**src/rtl/usb_crc_serializer.sv**
```systemverilog
// USB transmit serializer: payload LSB-first, then complemented CRC5/CRC16 MSB-first.
// Define USB_CRC_SELFCHECK_EN to build in a receiver-side residual check (crc_err).
module usb_crc_serializer #(
    parameter int MAX_BITS = 64,
    parameter int LEN_W    = $clog2(MAX_BITS + 1)
) (
    input  logic                clk,
    input  logic                rst_b,
    input  logic                in_valid,
    output logic                in_ready,
    input  logic [MAX_BITS-1:0] in_data,
    input  logic [LEN_W-1:0]    in_len,
    input  logic                in_crc16,
    input  logic                abort,
    output logic                out_valid,
    input  logic                out_ready,
    output logic                out_bit,
    output logic                out_last,
`ifdef USB_CRC_SELFCHECK_EN
    output logic                crc_err,
`endif
    output logic                busy
);

    typedef enum logic [1:0] {
        IDLE = 2'd0,
        DATA = 2'd1,
        CRC  = 2'd2
    } state_t;

    // CRC5 lives in the low five bits; the upper bits stay zero.
    function automatic logic [15:0] crc_step(
        input logic [15:0] c,
        input logic        sel,
        input logic        b
    );
        logic fb;
        if (sel) begin
            fb = c[15] ^ b;
            return {c[14:0], 1'b0} ^ (fb ? 16'h8005 : 16'h0000);
        end
        fb = c[4] ^ b;
        return {11'd0, c[3:0], 1'b0} ^ (fb ? 16'h0005 : 16'h0000);
    endfunction

    state_t              state_q, state_d;
    logic [MAX_BITS-1:0] data_q, data_d;
    logic [LEN_W-1:0]    len_q, len_d;
    logic                sel_q, sel_d;
    logic [15:0]         crc_q, crc_d;
    logic [LEN_W-1:0]    idx_q, idx_d;
    logic                in_ready_q, in_ready_d;
    logic                out_valid_q, out_valid_d;
    logic                out_bit_q, out_bit_d;
    logic                out_last_q, out_last_d;
    logic                busy_q, busy_d;

    logic                beat;
    logic [LEN_W-1:0]    len_clamp;
    logic [MAX_BITS-1:0] shifted;

    assign beat      = out_valid_q & out_ready;
    assign len_clamp = (in_len > LEN_W'(MAX_BITS)) ? LEN_W'(MAX_BITS) : in_len;

    always_comb begin
        state_d = state_q;
        data_d  = data_q;
        len_d   = len_q;
        sel_d   = sel_q;
        crc_d   = crc_q;
        idx_d   = idx_q;
        if (abort) begin
            state_d = IDLE;
        end else begin
            unique case (state_q)
                IDLE: begin
                    if (in_valid) begin
                        data_d = in_data;
                        sel_d  = in_crc16;
                        len_d  = len_clamp;
                        crc_d  = in_crc16 ? 16'hFFFF : 16'h001F;
                        idx_d  = '0;
                        if (len_clamp != '0) begin
                            state_d = DATA;
                        end else begin
                            state_d = CRC;
                            idx_d   = in_crc16 ? LEN_W'(15) : LEN_W'(4);
                        end
                    end
                end
                DATA: begin
                    if (beat) begin
                        crc_d = crc_step(crc_q, sel_q, out_bit_q);
                        if (idx_q + LEN_W'(1) == len_q) begin
                            state_d = CRC;
                            idx_d   = sel_q ? LEN_W'(15) : LEN_W'(4);
                        end else begin
                            idx_d = idx_q + LEN_W'(1);
                        end
                    end
                end
                CRC: begin
                    if (beat) begin
                        if (idx_q == '0) begin
                            state_d = IDLE;
                        end else begin
                            idx_d = idx_q - LEN_W'(1);
                        end
                    end
                end
                default: state_d = IDLE;
            endcase
        end
    end

    // Outputs are registered from the next-state view so they track state_q.
    always_comb begin
        shifted     = data_d >> idx_d;
        in_ready_d  = (state_d == IDLE);
        busy_d      = (state_d != IDLE);
        out_valid_d = (state_d != IDLE);
        out_bit_d   = 1'b0;
        out_last_d  = 1'b0;
        if (state_d == DATA) begin
            out_bit_d = shifted[0];
        end else if (state_d == CRC) begin
            out_bit_d  = ~crc_d[idx_d[3:0]];
            out_last_d = (idx_d == '0);
        end
    end

    always_ff @(posedge clk or negedge rst_b) begin
        if (!rst_b) begin
            state_q     <= IDLE;
            data_q      <= '0;
            len_q       <= '0;
            sel_q       <= 1'b0;
            crc_q       <= 16'hFFFF;
            idx_q       <= '0;
            in_ready_q  <= 1'b1;
            out_valid_q <= 1'b0;
            out_bit_q   <= 1'b0;
            out_last_q  <= 1'b0;
            busy_q      <= 1'b0;
        end else begin
            state_q     <= state_d;
            data_q      <= data_d;
            len_q       <= len_d;
            sel_q       <= sel_d;
            crc_q       <= crc_d;
            idx_q       <= idx_d;
            in_ready_q  <= in_ready_d;
            out_valid_q <= out_valid_d;
            out_bit_q   <= out_bit_d;
            out_last_q  <= out_last_d;
            busy_q      <= busy_d;
        end
    end

    assign in_ready  = in_ready_q;
    assign out_valid = out_valid_q;
    assign out_bit   = out_bit_q;
    assign out_last  = out_last_q;
    assign busy      = busy_q;

`ifdef USB_CRC_SELFCHECK_EN
    logic [15:0] chk_q, chk_d;
    logic        crc_err_q, crc_err_d;

    // Receiver view: every emitted bit, CRC included, must leave the fixed residual.
    always_comb begin
        chk_d     = chk_q;
        crc_err_d = 1'b0;
        if (!abort) begin
            if (state_q == IDLE && in_valid) begin
                chk_d = in_crc16 ? 16'hFFFF : 16'h001F;
            end else if (beat) begin
                chk_d = crc_step(chk_q, sel_q, out_bit_q);
                if (out_last_q) begin
                    crc_err_d = chk_d != (sel_q ? 16'h800D : 16'h000C);
                end
            end
        end
    end

    always_ff @(posedge clk or negedge rst_b) begin
        if (!rst_b) begin
            chk_q     <= 16'hFFFF;
            crc_err_q <= 1'b0;
        end else begin
            chk_q     <= chk_d;
            crc_err_q <= crc_err_d;
        end
    end

    assign crc_err = crc_err_q;
`endif

endmodule

```
**config.mk**
```make
export PLATFORM = sky130hd
export DESIGN_NAME = usb_crc_serializer
export DESIGN_NICKNAME = d
export VERILOG_FILES = /design/src/rtl/usb_crc_serializer.sv
export SDC_FILE = /design/constraint.sdc
export NUM_CORES = 1
export LEC_CHECK = 0
export CAP_MARGIN = 30
export CORE_MARGIN = 4
export CORE_UTILIZATION = 59
export DETAILED_ROUTE_END_ITERATION = 8
export PLACE_DENSITY = 0.85
export SYNTH_ARGS = -nofsm -noshare
export SYNTH_HDL_FRONTEND = slang
export SYNTH_SLANG_ARGS = --single-unit
export TNS_END_PERCENT = 20
```
**constraint.sdc**
```tcl
create_clock -name clk -period 6.8 [get_ports clk]
set_input_delay 0.68 -clock clk [delete_from_list [all_inputs] [get_ports clk]]
set_output_delay 0.68 -clock clk [all_outputs]
set_load 0.01 [all_outputs]
```
Word level (Yosys, flattened, before mapping)
Cells that the tools add are included.
- equality and inequality tests: 5
- multiplexer cells: 41
- magnitude comparators: 2
- $add $sub $neg: 2
- reduce and logical (&&, ||, !) cells: 7
- bitwise gates (word level): 7
- shift operators: 1
- operator list (kind ; number):
    $mux W64 ; 3
    $mux W16 ; 7
    $shr A64 B7 Y1 ; 1
    $mux W7 ; 7
    $pmux W16 S2 ; 1
    $pmux W7 S3 ; 1
    $xor A16 B16 Y16 ; 1
    $logic_not A7 Y1 ; 2
    $mux W2 ; 7
    $mux W4 ; 3
    $mux W1 ; 9
    $add A7 B1 Y7 const B ; 1
    $eq A7 B7 Y1 ; 1
    $gt A7 B7 Y1 const B ; 1
    $reduce_bool A7 Y1 ; 1
    $sub A7 B1 Y7 const B ; 1
    $pmux W2 S3 ; 1
    $lt A4 B5 Y1 const B ; 1
    $xor A5 B3 Y5 ; 1
    $bmux W1 S4 ; 1
    $eq A2 B1 Y1 const B ; 2
    $eq A2 B2 Y1 const B ; 2
    $logic_not A2 Y1 ; 2
    $mux W3 ; 1
    other kinds (5) ; 7
- bits in registers: 101
- output and inout port bits: 5

Longest topological paths before layout
- depth in word-level cells: 13
- depth in mapped cells: 16

Worst setup path before layout
No wires, ideal clock.
- kind: register -> register
- start point: reg idx_q[0]
- end point: reg out_bit_q, in the netlist out_bit
- arrival: 3.667 ns
- cell stages (with the launch flop): 15
- required time: 6.664 ns
- slack: 2.998 ns
- path buffers: 2
- cell sequence: dfrtp_1 clkbuf_1 inv_1 ha_1 xor2_1 nor3_4 o211ai_4 or4_4 nand3_2 buf_6 mux2_1 a22oi_1 o221ai_1 a2111oi_0 o32ai_1
- longest elaborated chain between the ends: 11
- RTL lines (element ; line ; source):
    start: declaration ; 51 ; logic [LEN_W-1:0] idx_q, idx_d;
    start signal: assignment ; 151 ; idx_q <= idx_d;
    branches (longest 10 deep; another with $add A7 B1 Y7) ; -- ;
    $mux W1 * ; 124 ; if (state_d == DATA) begin
    via out_bit_d ; 54 ; logic out_bit_q, out_bit_d;
    end signal: assignment ; 154 ; out_bit_q <= out_bit_d;
    end: declaration ; 54 ;
Mark *: on every way through the listed nets, which the timed path passes. The select of a mux whose other input is x is not followed.
A chain may end at the register's enable or synchronous reset.

Worst setup path after layout
- start point: reg idx_q[0]
- end point: reg out_last_q, in the netlist out_last
- longest elaborated chain between the ends: 9
- RTL lines (element ; line ; source):
    $add A7 B1 Y7 ; 94, 98 ;
    $eq A7 B7 Y1 ; 94 ; if (idx_q + LEN_W'(1) == len_q) begin
    $mux W7 or $mux W2 (tied branches) ; 94 ;
    $mux W7 or $mux W2 (tied branches) ; 92 ; if (beat) begin
    $pmux W7 S3 or $pmux W2 S3 (tied branches) ; 75 ; unique case (state_q)
    $mux W7 or $mux W2 (tied branches) ; 72 ; if (abort) begin
    $logic_not A7 Y1 or $eq A2 B2 Y1 (tied branches) ; 128, 126 ;
    $mux W1 ; 126 ; end else if (state_d == CRC) begin
    $mux W1 * ; 124 ;
    via out_last_d ; 55 ; logic out_last_q, out_last_d;
    end signal: assignment ; 155 ; out_last_q <= out_last_d;
    end: declaration ; 55 ;
The timed path passes the listed nets; every way through them passes the cells marked *.

==> flow_summary.json <==
{
  "status": "complete, no violations",
  "grt_overflow": 0,
  "ys_types": 71,
  "synth_nets": 744,
  "crit_fanout": 17,
  "clk_latency_ns": 0.38,
  "switchingPower_uw": 556.9,
  "start_util": 0.6138,
  "leakagePower_uw": 0.003149,
  "drtPass1Iterations": 5,
  "area_growth_pct": 18.29,
  "startpoint": "idx_q[0]$_DFF_PN0_",
  "arrival_ns": 4.72,
  "h-tree-depth": 3,
  "rrSetupSlack_ns": 2.29,
  "worstReg2RegStart": "idx_q[0]$_DFF_PN0_",
  "vdd_drop_max_mv": 0.2135,
  "synth_top_area_frac": 0.3655,
  "num_rows": 35,
  "post_cts_buffers": 0,
  "grt_pass1_vias": 4996,
  "antenna_found_initial": 0,
  "rsz0062_at_grt": "false",
  "route.met3.wl_microns": 1406,
  "final_hold_viol_count": 0,
  "drt-met1-wl_microns": 6636,
  "cp-start-kind": "register",
  "sw_frac_of_total": 0.3381,
  "dp_hpwl_microns": 12100,
  "tightest_slew_ns": 0.8247,
  "grt_max_degree": 69,
  "power.share.combinational": 0.292,
  "cts_resized": 0,
  "crit_required_ns": 7.01,
  "drc": 0,
  "path_clk_slew_ns": 0.10,
  "ctsHoldBuffers": 0,
  "place_congestion": 0.9577,
  "drtIter0Drc": 480,
  "r2r_end": "out_last$_DFF_PN0_",
  "n_antenna_cell": 0,
  "dieArea_sq_mm": 0.01139,
  "cts_buffers": 9,
  "synth_seq_cells": 101,
  "cts_buffer_depth": 2,
  "num_vias": 5232,
  "slew_violations": 0,
  "yosysTopAreaCell": "dfrtp_1",
  "synthArstFlopShare": 1.000,
  "finalCriticalPeriod_ns": 4.508,
  "viasPerCell": 6.077,
  "grt_usage": 0.2961,
  "end_kind": "register",
  "ys_warn_count": 0,
  "path_class": "register to register",
  "port_buffers": 81,
  "dieHeight_microns": 106.7,
  "hp-class": "input pin to asynchronous set/reset pin",
  "ys_top_cells_by_count": "nand2_1, dfrtp_1, mux2i_1",
  "max_freq_mhz": 221.8,
  "wl_per_cell_microns": 18.96,
  "powerDensity_mw_per_mm2": 242.1,
  "finalCritPeriodShare": 0.6630,
  "layout-drive-gt1-share": 0.09290,
  "synth_area_sq_mm": 0.005752,
  "setup_viol": 0,
  "postRouteAntennaNets": 0,
  "pwr-share-clk": 0.233,
  "synth.most_common_cell": "nand2_1",
  "synth_cells": 664,
  "maxCapViolations": 0,
  "grt_pass1_wl_microns": 26340,
  "io_pins": 82,
  "synth_edf_count": 0,
  "finalNetCount": 807,
  "maxSlewHeadroom": 0.4502,
  "tns_ns": 0,
  "wl_met2_microns": 7942,
  "syn_avg_cell_area_sq_um": 8.662,
  "p_seq_frac": 0.475,
  "die_w_microns": 106.7,
  "synth_area_leaders": "dfrtp_1, nand2_1, dfstp_2",
  "clock_skew_ns": 0.01689,
  "fin_util": 0.7260,
  "r2r_cells": 11,
  "seq_area_frac_synth": 0.4431,
  "cts-root-buf": "clkbuf_8",
  "dr.max_layer_used": "met4",
  "synthFlopType": "dfrtp_1",
  "wl_microns": 16320,
  "core-area_sq_mm": 0.009371,
  "cts_num_sinks": 101,
  "cts_tree": "done",
  "fillers": 703,
  "p_int_uw": 1090
}
registers in the layout (all words and copies together), names as in the netlist:
register  count
busy          1
idx_q         7
state_q       2
len_q         7
out_bit       1
in_ready      1
sel_q         1
data_q       64
crc_q        16
out_last      1
power by group through the flow:
stage               clock network [uW]  registers, uW  logic, uW
floorplan                            0            767        334
global placement                     0            786        458
detailed placement                   0            792        473
CTS                                390            781        478
global route                       416            794        528
finish                             384            782        481
worst max path at each step:
stage,endpoint,cells after the start
finish,out_last$_DFF_PN0_,11
floorplan,out_bit$_DFF_PN0_,14
detailed placement,out_bit$_DFF_PN0_,12
global route,out_last$_DFF_PN0_,11
global placement,out_bit$_DFF_PN0_,10
CTS,out_bit$_DFF_PN0_,13
cell families (layout without fill, tap and decap cells):
kind of cell,Yosys count,after routing,share of synthesized area
flip-flops,101,101,0.4431
multiplexers,50,50,0.08984
adder cells (fa/ha/maj),3,3,0.006527
XOR/XNOR,18,18,0.03241
buffers and inverters,46,114,0.03611
AND/OR/NAND/NOR,327,327,0.2506
AO/OA/AOI/OAI,119,119,0.1414
cells in the final DEF (no fill, tap or decap), types with 7 or more instances in the layout:
cell type | synthesis | routed
a21oi_1 | 23 | 23
a31oi_1 | 7 | 7
clkbuf_8 | 0 | 9
clkdlybuf4s50_1 | 0 | 80
dfrtp_1 | 84 | 84
dfstp_2 | 17 | 17
inv_1 | 11 | 11
mux2_2 | 11 | 11
mux2i_1 | 37 | 37
nand2_1 | 218 | 217
nand2b_1 | 10 | 10
nand3_1 | 8 | 8
nor2_1 | 31 | 31
nor3_1 | 13 | 13
nor4_1 | 10 | 10
o21ai_0 | 32 | 32
xnor2_1 | 7 | 7
xor2_1 | 9 | 9
stage by stage:
step / cell area (sq um) / setup slack (ns) / cells / hold WS, ns / power, uW
finish: 6804 / 2.292 / 861 / 0.2274 / 1647
global route: 6804 / 2.080 / 861 / 0.2415 / 1738
CTS: 6804 / 2.402 / 861 / 0.2314 / 1649
detailed placement: 6598 / 2.110 / 845 / 0.4595 / 1266
global placement: 6593 / 2.247 / 844 / 0.4519 / 1244
floorplan: 5752 / 2.998 / 664 / 0.3844 / 1101
cell type report:
| class | instances | area, sq um | share of cell area |
|---|---|---|---|
| Sequential cell | 101 | 2549 | 0.3746 |
| Clock inverter | 5 | 53.80 | 0.007907 |
| Clock buffer | 11 | 152.6 | 0.02243 |
| Multi-Input combinational cell | 517 | 2999 | 0.4408 |
| Inverter | 12 | 45.04 | 0.006620 |
| Tap cell | 129 | 161.4 | 0.02372 |
| Timing Repair Buffer | 86 | 843.3 | 0.1239 |
metal layers:
layer  vias up  track usage
li1       2416            -
met1      2509       0.4081
met4         0      0.09041
met3        36      0.05659
met5         -            0
met2       271       0.4775
critical path, cell delays in order, from the launching register on:
cell and delay (ns):
dfrtp_1 0.74, inv_1 0.20, ha_1 0.42, xor2_1 0.19, nor3_4 0.23, o211ai_4 0.16
nor4_1 0.61, nor3_1 0.13, o31ai_2 0.68, nand2_1 0.21, or3_1 0.36, nor4_1 0.41
Note: power is estimated with default switching activity, not from simulation.
